`config.mk`:
```
export PLATFORM = sky130hd
export DESIGN_NAME = fifo_wr_sched_flat
export DESIGN_NICKNAME = d
export VERILOG_FILES = /design/src/rtl/fifo_wr_sched_if.sv /design/src/rtl/fifo_wr_sched.sv /design/src/flat_wrapper.sv
export SDC_FILE = /design/constraint.sdc
export NUM_CORES = 1
export LEC_CHECK = 0
export ABC_AREA = 1
export CORE_MARGIN = 2
export CORE_UTILIZATION = 42
export CTS_CLUSTER_DIAMETER = 40
export CTS_CLUSTER_SIZE = 24
export DETAILED_ROUTE_END_ITERATION = 7
export HOLD_SLACK_MARGIN = 0.05
export MAX_ROUTING_LAYER = met4
export PLACE_DENSITY = 0.82
export SLEW_MARGIN = 15
export SYNTH_ARGS = -nofsm -noshare
export SYNTH_HDL_FRONTEND = slang
export SYNTH_SLANG_ARGS = --single-unit
```
`constraint.sdc`:
```
create_clock -name clk -period 2.2 [get_ports clk]
set_input_delay 0.33 -clock clk [delete_from_list [all_inputs] [get_ports clk]]
set_output_delay 0.33 -clock clk [all_outputs]
set_load 0.005 [all_outputs]
```
`src/rtl/fifo_wr_sched_if.sv`:
```
// Producer-side and FIFO-side signals of the FIFO write scheduler, bundled.
// master = scheduler, slave = producers/FIFO/consumer environment.
interface fifo_wr_sched_if #(
  parameter int N_REQ = 4,
  parameter int DW    = 8
);
  localparam int GW = $clog2(N_REQ);

  logic [N_REQ-1:0]    req;
  logic [N_REQ*DW-1:0] din;
  logic [N_REQ-1:0]    ack;
  logic                rd_req;
  logic                fifo_full;
  logic                fifo_empty;
  logic                fifo_w_en;
  logic [DW-1:0]       fifo_data_in;
  logic                pop_vld;
  logic [GW-1:0]       gnt_id;

  modport master (
    input  req, din, rd_req, fifo_full, fifo_empty,
    output ack, fifo_w_en, fifo_data_in, pop_vld, gnt_id
  );

  modport slave (
    output req, din, rd_req, fifo_full, fifo_empty,
    input  ack, fifo_w_en, fifo_data_in, pop_vld, gnt_id
  );
endinterface

```
`src/rtl/fifo_wr_sched.sv`:
```
// Round-robin scheduler for a shared sync FIFO write port with burst cap and
// interleaved read windows; the FIFO drains on every cycle it is not written.
module fifo_wr_sched #(
  parameter int N_REQ     = 4,
  parameter int DW        = 8,
  parameter int MAX_BURST = 4,
  parameter int RD_SLOTS  = 2
) (
  input  logic           clk,
  input  logic           rst,
  fifo_wr_sched_if.master bus
);
  localparam int GW = $clog2(N_REQ);

  typedef enum logic [1:0] {IDLE, WRITE, READ} state_t;

  state_t        state_q, state_d;
  logic [GW-1:0] gnt_id_q, gnt_id_d;
  logic [3:0]    burst_cnt_q, burst_cnt_d;
  logic [3:0]    slot_cnt_q, slot_cnt_d;
  logic          rd_turn_q, rd_turn_d;
  logic          pop_vld_q, pop_vld_d;

  logic          push;
  logic          wr_exit;
  logic          rd_exit;
  logic          rr_found;
  logic [GW-1:0] rr_idx;
  logic [GW-1:0] rr_next;
  logic [N_REQ-1:0] ack_c;

  always_ff @(posedge clk or posedge rst) begin
    if (rst) begin
      state_q     <= IDLE;
      gnt_id_q    <= GW'(N_REQ - 1);
      burst_cnt_q <= '0;
      slot_cnt_q  <= '0;
      rd_turn_q   <= 1'b0;
      pop_vld_q   <= 1'b0;
    end else begin
      state_q     <= state_d;
      gnt_id_q    <= gnt_id_d;
      burst_cnt_q <= burst_cnt_d;
      slot_cnt_q  <= slot_cnt_d;
      rd_turn_q   <= rd_turn_d;
      pop_vld_q   <= pop_vld_d;
    end
  end

  // Cyclic search starting just after the last granted producer.
  always_comb begin
    rr_next  = gnt_id_q;
    rr_found = 1'b0;
    rr_idx   = '0;
    for (int k = 1; k <= N_REQ; k++) begin
      rr_idx = GW'((int'(gnt_id_q) + k) % N_REQ);
      if (!rr_found && bus.req[rr_idx]) begin
        rr_found = 1'b1;
        rr_next  = rr_idx;
      end
    end
  end

  assign push    = (state_q == WRITE) && bus.req[gnt_id_q] && !bus.fifo_full;
  assign wr_exit = (push && (burst_cnt_q == 4'(MAX_BURST - 1))) ||
                   !bus.req[gnt_id_q] || bus.fifo_full;
  assign rd_exit = (slot_cnt_q == 4'(RD_SLOTS - 1)) || bus.fifo_empty || !bus.rd_req;

  always_comb begin
    state_d     = state_q;
    gnt_id_d    = gnt_id_q;
    burst_cnt_d = burst_cnt_q;
    slot_cnt_d  = slot_cnt_q;
    rd_turn_d   = rd_turn_q;
    unique case (state_q)
      IDLE: begin
        // A pending read turn beats new writes so the consumer is not starved.
        if (rd_turn_q && bus.rd_req && !bus.fifo_empty) begin
          state_d   = READ;
          rd_turn_d = 1'b0;
        end else if ((|bus.req) && !bus.fifo_full) begin
          state_d  = WRITE;
          gnt_id_d = rr_next;
        end else if (bus.rd_req && !bus.fifo_empty) begin
          state_d = READ;
        end
      end
      WRITE: begin
        if (push) burst_cnt_d = burst_cnt_q + 4'd1;
        if (wr_exit) begin
          state_d     = IDLE;
          burst_cnt_d = '0;
          rd_turn_d   = 1'b1;
        end
      end
      READ: begin
        if (rd_exit) begin
          state_d    = IDLE;
          slot_cnt_d = '0;
        end else begin
          slot_cnt_d = slot_cnt_q + 4'd1;
        end
      end
      default: state_d = IDLE;
    endcase
  end

  always_comb begin
    ack_c = '0;
    if (push) ack_c[gnt_id_q] = 1'b1;
  end

  // The FIFO pops on any edge without a write, so pop_vld tracks w_en=0 && !empty.
  assign pop_vld_d        = !push && !bus.fifo_empty;
  assign bus.ack          = ack_c;
  assign bus.fifo_w_en    = push;
  assign bus.fifo_data_in = bus.din[int'(gnt_id_q) * DW +: DW];
  assign bus.pop_vld      = pop_vld_q;
  assign bus.gnt_id       = gnt_id_q;
endmodule

```
`src/flat_wrapper.sv`:
```
// flat-port wrapper written by rule: the top's interface ports become plain ports
module fifo_wr_sched_flat 
#(
  parameter int N_REQ     = 4,
  parameter int DW        = 8,
  parameter int MAX_BURST = 4,
  parameter int RD_SLOTS  = 2
)
  (clk, rst, bus_req, bus_din, bus_rd_req, bus_fifo_full, bus_fifo_empty, bus_ack, bus_fifo_w_en, bus_fifo_data_in, bus_pop_vld, bus_gnt_id);
  fifo_wr_sched_if #(.N_REQ(N_REQ), .DW(DW)) bus_i ();
  input  logic clk;
  input  logic rst;
  input wire logic [$bits(bus_i.req)-1:0] bus_req;
  input wire logic [$bits(bus_i.din)-1:0] bus_din;
  input wire logic [$bits(bus_i.rd_req)-1:0] bus_rd_req;
  input wire logic [$bits(bus_i.fifo_full)-1:0] bus_fifo_full;
  input wire logic [$bits(bus_i.fifo_empty)-1:0] bus_fifo_empty;
  output wire logic [$bits(bus_i.ack)-1:0] bus_ack;
  output wire logic [$bits(bus_i.fifo_w_en)-1:0] bus_fifo_w_en;
  output wire logic [$bits(bus_i.fifo_data_in)-1:0] bus_fifo_data_in;
  output wire logic [$bits(bus_i.pop_vld)-1:0] bus_pop_vld;
  output wire logic [$bits(bus_i.gnt_id)-1:0] bus_gnt_id;
  assign bus_i.req = bus_req;
  assign bus_i.din = bus_din;
  assign bus_i.rd_req = bus_rd_req;
  assign bus_i.fifo_full = bus_fifo_full;
  assign bus_i.fifo_empty = bus_fifo_empty;
  assign bus_ack = bus_i.ack;
  assign bus_fifo_w_en = bus_i.fifo_w_en;
  assign bus_fifo_data_in = bus_i.fifo_data_in;
  assign bus_pop_vld = bus_i.pop_vld;
  assign bus_gnt_id = bus_i.gnt_id;
  fifo_wr_sched #(.N_REQ(N_REQ), .DW(DW), .MAX_BURST(MAX_BURST), .RD_SLOTS(RD_SLOTS)) u_core (.clk(clk), .rst(rst), .bus(bus_i));
endmodule
```
==> impl_metrics.json, run 1 <==
{
  "dieHeight_um": 59.4,
  "critPathKind": "flip-flop to output port",
  "antenna_found_initial": 0,
  "synthSimpleGateAreaFrac_pct": 36.9,
  "initial_core_util_pct": 43.4,
  "grt_overflow_total": 0,
  "p_total_mw": 2.31,
  "status": "finished, final reports clean",
  "cp_max_fo": 13,
  "critPathRequiredTime_ps": 1870,
  "hold_path.class": "input port to async pin",
  "place_hpwl_mm": 2.64,
  "grt_pass1_wl_mm": 5.73,
  "post-route-util_pct": 69.4,
  "fin_crit_ps": 2010,
  "syn_avg_cell_area_sq_um": 6.87,
  "pin_count": 57,
  "clk_transition_reported_paths_ps": 80,
  "powerDensity_nw_per_um2": 1120,
  "period_share_pct": 91.5,
  "cp-start-kind": "flip-flop",
  "whs_ps": 369,
  "tns_ps": 0,
  "syn-num-nets": 236,
  "grt_max_degree": 26,
  "fin_cells": 288,
  "postLayoutCellArea_sq_um": 2070,
  "dieArea_sq_um": 3530,
  "synth.cell_area_sq_um": 1290,
  "cts_hold_buffers": 0,
  "multi_input_area_sq_um": 802,
  "max_freq_mhz": 497,
  "clock_skew_ps": 3.89,
  "worst_pin_slew_ps": 500,
  "via_per_inst": 5.05,
  "synth.area.mux_share_pct": 0,
  "clockRootBuffer": "clkbuf_4",
  "grt_pass1_vias": 1346,
  "maxCapViolCount": 0,
  "synth_cell_types": 27,
  "synthXorXnorAreaFrac_pct": 2.71,
  "worst_ep_arrival_time_ps": 1680,
  "relSlewSlack_pct": 66.6,
  "synth_top_family_by_area": "simple AND/OR/NAND/NOR gates",
  "ys_seq_area_share_pct": 27.3,
  "layout_common_cells": "43 x clkdlybuf4s50_1, 30 x nand2_1, 26 x nor2_1",
  "ctsHtreeMaxLevel": 1,
  "drive_gt1_share_pct": 17.6,
  "port_buffers": 56,
  "clk_path_buf_depth": 2,
  "synth-async-reset-ratio_pct": 100,
  "core.rowCount": 20,
  "syn-instance-count": 188,
  "cts.sink_count": 14,
  "yosys_register_bits": 14,
  "fill_cells": 251,
  "die-width_um": 59.4,
  "irDropWorstVdd_v": 0.000591,
  "drt_iter0_markers": 65,
  "finalSetupViolCount": 0,
  "drtAntennaViolNets": 0,
  "synth_compound_area_share_pct": 15.5,
  "yosys.area.top_type": "dfrtp_1",
  "rsz0062_at_grt": "no",
  "yosysTopAreaCellShare_pct": 23.3,
  "cts_made_buffers": 3,
  "grtUsageTotal_pct": 21.0,
  "place_inst": 278,
  "place_congestion": 0.809,
  "clock_latency_ps": 280,
  "layout.area.seq_sq_um": 353,
  "setup_slack_ps": 186,
  "p_leak_nw": 1.10,
  "synth_fa_ha_area_share_pct": 6.78,
  "cp-end-kind": "output port",
  "ys.flop_type": "dfrtp_1",
  "final_common_cell": "clkdlybuf4s50_1",
  "synth_edf_count": 0,
  "vias": 1455,
  "drc": 0,
  "syn_to_final_growth_pct": 60.0,
  "first_pass_iters": 4,
  "finalNetCount": 304,
  "place_ws_ps": 15.6,
  "place_area_sq_um": 1920,
  "antenna_cells": 0,
  "design.core.area_sq_um": 2980,
  "wl_per_cell_um": 12.4,
  "tritoncts": "built",
  "slew_violations": 0,
  "wirelength_mm": 3.56,
  "yosysWarnings": 0,
  "synth.area.top_cells": "dfrtp_1 23%, nand2_1 9.0%, o21ai_0 7.8%",
  "timing.final.hold_violations": 0
}
[report_power, final]
part	total, mW	switching, mW	internal (mW)	leakage (nW)
registers	0.447	0.0914	0.356	0.181
logic	1.68	0.882	0.799	0.895
clock network	0.183	0.0821	0.101	0.0210
[sequential cells by signal, summed over array words and instances, names as in the netlist]
signal / cells
u_core.burst_cnt_q: 4
u_core.slot_cnt_q: 4
u_core.bus.gnt_id: 2
u_core.state_q: 2
u_core.bus.pop_vld: 1
u_core.rd_turn_q: 1
[cells in the mapped netlist, types with 2 or more instances]
cell and instances:
nand2_4 4, nand3_2 3, buf_2 3, xor2_1 2, ha_1 7, nand2_1 31
nor2_1 26, dfrtp_1 12, xnor2_1 2, inv_2 3, o21ai_0 20, inv_1 22
o22ai_1 13, dfstp_2 2, nand4_1 3, nand2_2 11, nand3_1 14
[metal layers]
layer / vias up / wire length (um) / track usage, %
met1: 673 / 1600 / 25.5
met4: 0 / 34 / 0.974
met5: - / 0 / -
met2: 26 / 1810 / 38.1
li1: 750 / - / -
met3: 6 / 109 / 3.49
[layout make-up]
cell class | instances | share of cell area [%]
multi-input combinational | 142 | 38.8
timing repair buffer | 69 | 35.1
sequential | 14 | 17.1
inverter | 26 | 5.27
tap | 33 | 2.00
clock buffer | 4 | 1.76
[worst max-delay path: stages, from the launching register on]
cell and delay [ps]:
dfstp_2 600, buf_12 150, nand2_1 70, nand2_1 100, nand2_2 70, nand3_4 110, nor2_1 50, dlygate4sd2_1 260
[path summary, 6_finish.rpt]
kind | cells after the start | slack (ps) | from | endpoint
setup reg to reg | 12 | 280 | u_core.bus.gnt_id[0]$_DFFE_PP1P_ | u_core.bus.gnt_id[1]$_DFFE_PP1P_
setup / recovery | 7 | 190 | u_core.bus.gnt_id[0]$_DFFE_PP1P_ | bus_ack[0]
max in group asynchronous | 2 | 1470 | rst | u_core.bus.gnt_id[0]$_DFFE_PP1P_
hold / removal | 2 | 370 | rst | u_core.burst_cnt_q[1]$_DFFE_PP0P_
hold reg to reg | 2 | 510 | u_core.bus.gnt_id[1]$_DFFE_PP1P_ | u_core.bus.gnt_id[1]$_DFFE_PP1P_
min in group clk | 2 | 510 | u_core.bus.gnt_id[1]$_DFFE_PP1P_ | u_core.bus.gnt_id[1]$_DFFE_PP1P_
[kinds of logic (layout without fill, tap and decap cells)]
kind of cell               count (synthesis)  in the layout
buffers and inverters                     32             99
DFF                                       14             14
xor gates and xnor gates                   4              4
AOI/OAI and AO/OA                         36             36
and+or+nand+nor                           95             95
adders and majority gates                  7              7
[timing repair]
item | 4_1_cts | 5_1_grt
setup buffers | 0 | 5
setup endpoints to repair | 8 | 12
resized for setup | 3 | 20
endpoints found under the hold margin | 0 | 0
gates cloned | 0 | 1
pin swaps | 0 | 1
No activity file was read; power rests on OpenSTA's default activity.
==> run 2, diff against run 1 <==
--- a/config.mk
+++ b/config.mk
@@ -18,3 +18,4 @@
 export SYNTH_ARGS = -nofsm -noshare
 export SYNTH_HDL_FRONTEND = slang
 export SYNTH_SLANG_ARGS = --single-unit
+export TNS_END_PERCENT = 50
==> constraint.sdc (replaced) <==
create_clock -name clk -period 2.2 [get_ports clk]
set_input_delay 0.22 -clock clk [delete_from_list [all_inputs] [get_ports clk]]
set_output_delay 0.22 -clock clk [all_outputs]
set_load 0.005 [all_outputs]
==> impl_metrics.json, run 2 (synthesis results as in run 1) <==
{
  "period_share_pct": 96.4,
  "core.rowCount": 20,
  "initial_core_util_pct": 43.4,
  "tritoncts": "built",
  "clockRootBuffer": "clkbuf_4",
  "grtUsageTotal_pct": 19.6,
  "seq_power_share_pct": 20.0,
  "antenna_found_initial": 0,
  "r2r_end": "u_core.bus.gnt_id[1]$_DFFE_PP1P_",
  "relSlewSlack_pct": 66.2,
  "reg2reg_depth": 11,
  "status": "finished, final reports clean",
  "fill_cells": 272,
  "critPathRequiredTime_ps": 1980,
  "worst_ep_arrival_time_ps": 1900,
  "clkPwrFrac_pct": 8.6,
  "syn_to_final_growth_pct": 50.1,
  "via_per_inst": 4.82,
  "first_pass_iters": 4,
  "cts_made_buffers": 3,
  "p_total_mw": 2.16,
  "ctsHtreeMaxLevel": 1,
  "r2r_slack_ps": 380,
  "clock_skew_ps": 1.69,
  "final_common_cell": "clkdlybuf4s50_1",
  "max_freq_mhz": 471,
  "fin_crit_ps": 2120,
  "top_regs": "u_core.burst_cnt_q: 4 flops, u_core.slot_cnt_q: 4 flops",
  "pin_count": 57,
  "wl_per_cell_um": 11.2,
  "design.core.area_sq_um": 2980,
  "clock_latency_ps": 280,
  "hold_path.class": "input port to async pin",
  "finalSetupViolCount": 0,
  "worst_pin_slew_ps": 506,
  "layout_common_cells": "55 x clkdlybuf4s50_1, 31 x nand2_1, 26 x nor2_1",
  "critPathKind": "flip-flop to output port",
  "clk_path_buf_depth": 2,
  "p_leak_nw": 0.919,
  "r2r-start": "u_core.bus.gnt_id[1]$_DFFE_PP1P_",
  "drc": 0,
  "post-route-util_pct": 65.1,
  "port_buffers": 56,
  "drt_iter0_markers": 63,
  "die-width_um": 59.4,
  "maxCapViolCount": 0,
  "grt_max_degree": 21,
  "grt_overflow_total": 0,
  "wirelength_mm": 3.14,
  "drtAntennaViolNets": 0,
  "dieArea_sq_um": 3530,
  "irDropWorstVdd_v": 0.000528,
  "switchingPower_mw": 0.983,
  "switching_share_pct": 45.6,
  "rsz0062_at_grt": "yes",
  "combPwrFrac_pct": 71.4,
  "cp_max_fo": 16,
  "place_congestion": 0.816,
  "antenna_cells": 0,
  "slew_violations": 0,
  "cp-end-kind": "output port",
  "finalNetCount": 297,
  "intPower_mw": 1.17,
  "place_hpwl_mm": 2.54,
  "tns_ps": 0,
  "drive_gt1_share_pct": 14.5,
  "grt_pass1_wl_mm": 5.23,
  "powerDensity_nw_per_um2": 1110,
  "clk_transition_reported_paths_ps": 80,
  "cts.sink_count": 14,
  "dieHeight_um": 59.4,
  "timing.final.hold_violations": 0,
  "cp-start-kind": "flip-flop",
  "grt_pass1_vias": 1196,
  "cts_hold_buffers": 0,
  "vias": 1354
}
[run 2: power groups by stage]
stage	clock network (mW)	registers (mW)	logic, mW
6_report	0.185	0.431	1.54
2_1_floorplan	0	0.438	1.00
3_3_place_gp	0	0.454	1.47
4_1_cts	0.189	0.431	1.55
5_1_grt	0.201	0.442	1.74
3_5_place_dp	0	0.455	1.48
[run 2: what timing repair did]
item	in CTS	in global routing
gates cloned	0	0
setup endpoints to repair	13	6
pin swaps	0	0
resized for setup	0	4
setup buffers	3	0
[run 2: how the worst max path moves through the flow]
stage	start	endpoint	slack, ps	cells after the start
global placement	bus_req[1]	bus_ack[0]	200	8
detailed placement	bus_req[1]	bus_ack[0]	160	8
floorplan	u_core.bus.gnt_id[0]$_DFFE_PP1P_	u_core.bus.gnt_id[1]$_DFFE_PP1P_	240	12
CTS	u_core.bus.gnt_id[0]$_DFFE_PP1P_	bus_fifo_data_in[2]	50	4
finish	u_core.bus.gnt_id[0]$_DFFE_PP1P_	bus_fifo_data_in[2]	80	4
global route	u_core.bus.gnt_id[0]$_DFFE_PP1P_	bus_fifo_data_in[0]	-20	4
[run 2: metrics by stage]
step | area, sq um | hold slack [ps] | setup slack (ps) | cells
2_1_floorplan | 1290 | 108 | 238 | 188
3_3_place_gp | 1880 | 485 | 196 | 274
3_5_place_dp | 1880 | 504 | 163 | 274
4_1_cts | 1940 | 276 | 50.7 | 281
5_1_grt | 1940 | 313 | -19.7 | 281
6_report | 1940 | 258 | 79.1 | 281
[run 2: layout make-up]
type,count,area (sq um),share of cell area [%]
clock buffer,4,36.3,1.87
inverter,26,100,5.16
multi-input combinational,142,800,41.3
sequential,14,353,18.2
tap,33,41.3,2.13
timing repair buffer,62,608,31.4
[run 2: worst max-delay path, stage by stage (launching register included)]
cell	delay, ps
dfstp_2	590
buf_4	210
o21ai_0	120
o22ai_1	180
clkdlybuf4s50_1	530
[run 2: per-layer routing]
layer	GRT usage (%)	part of all wire (%)	up-vias
met5	-	0	-
met1	26.0	47	599
met3	4.80	2.8	2
met2	31.4	50	17
li1	-	-	736
met4	1.95	0.41	0
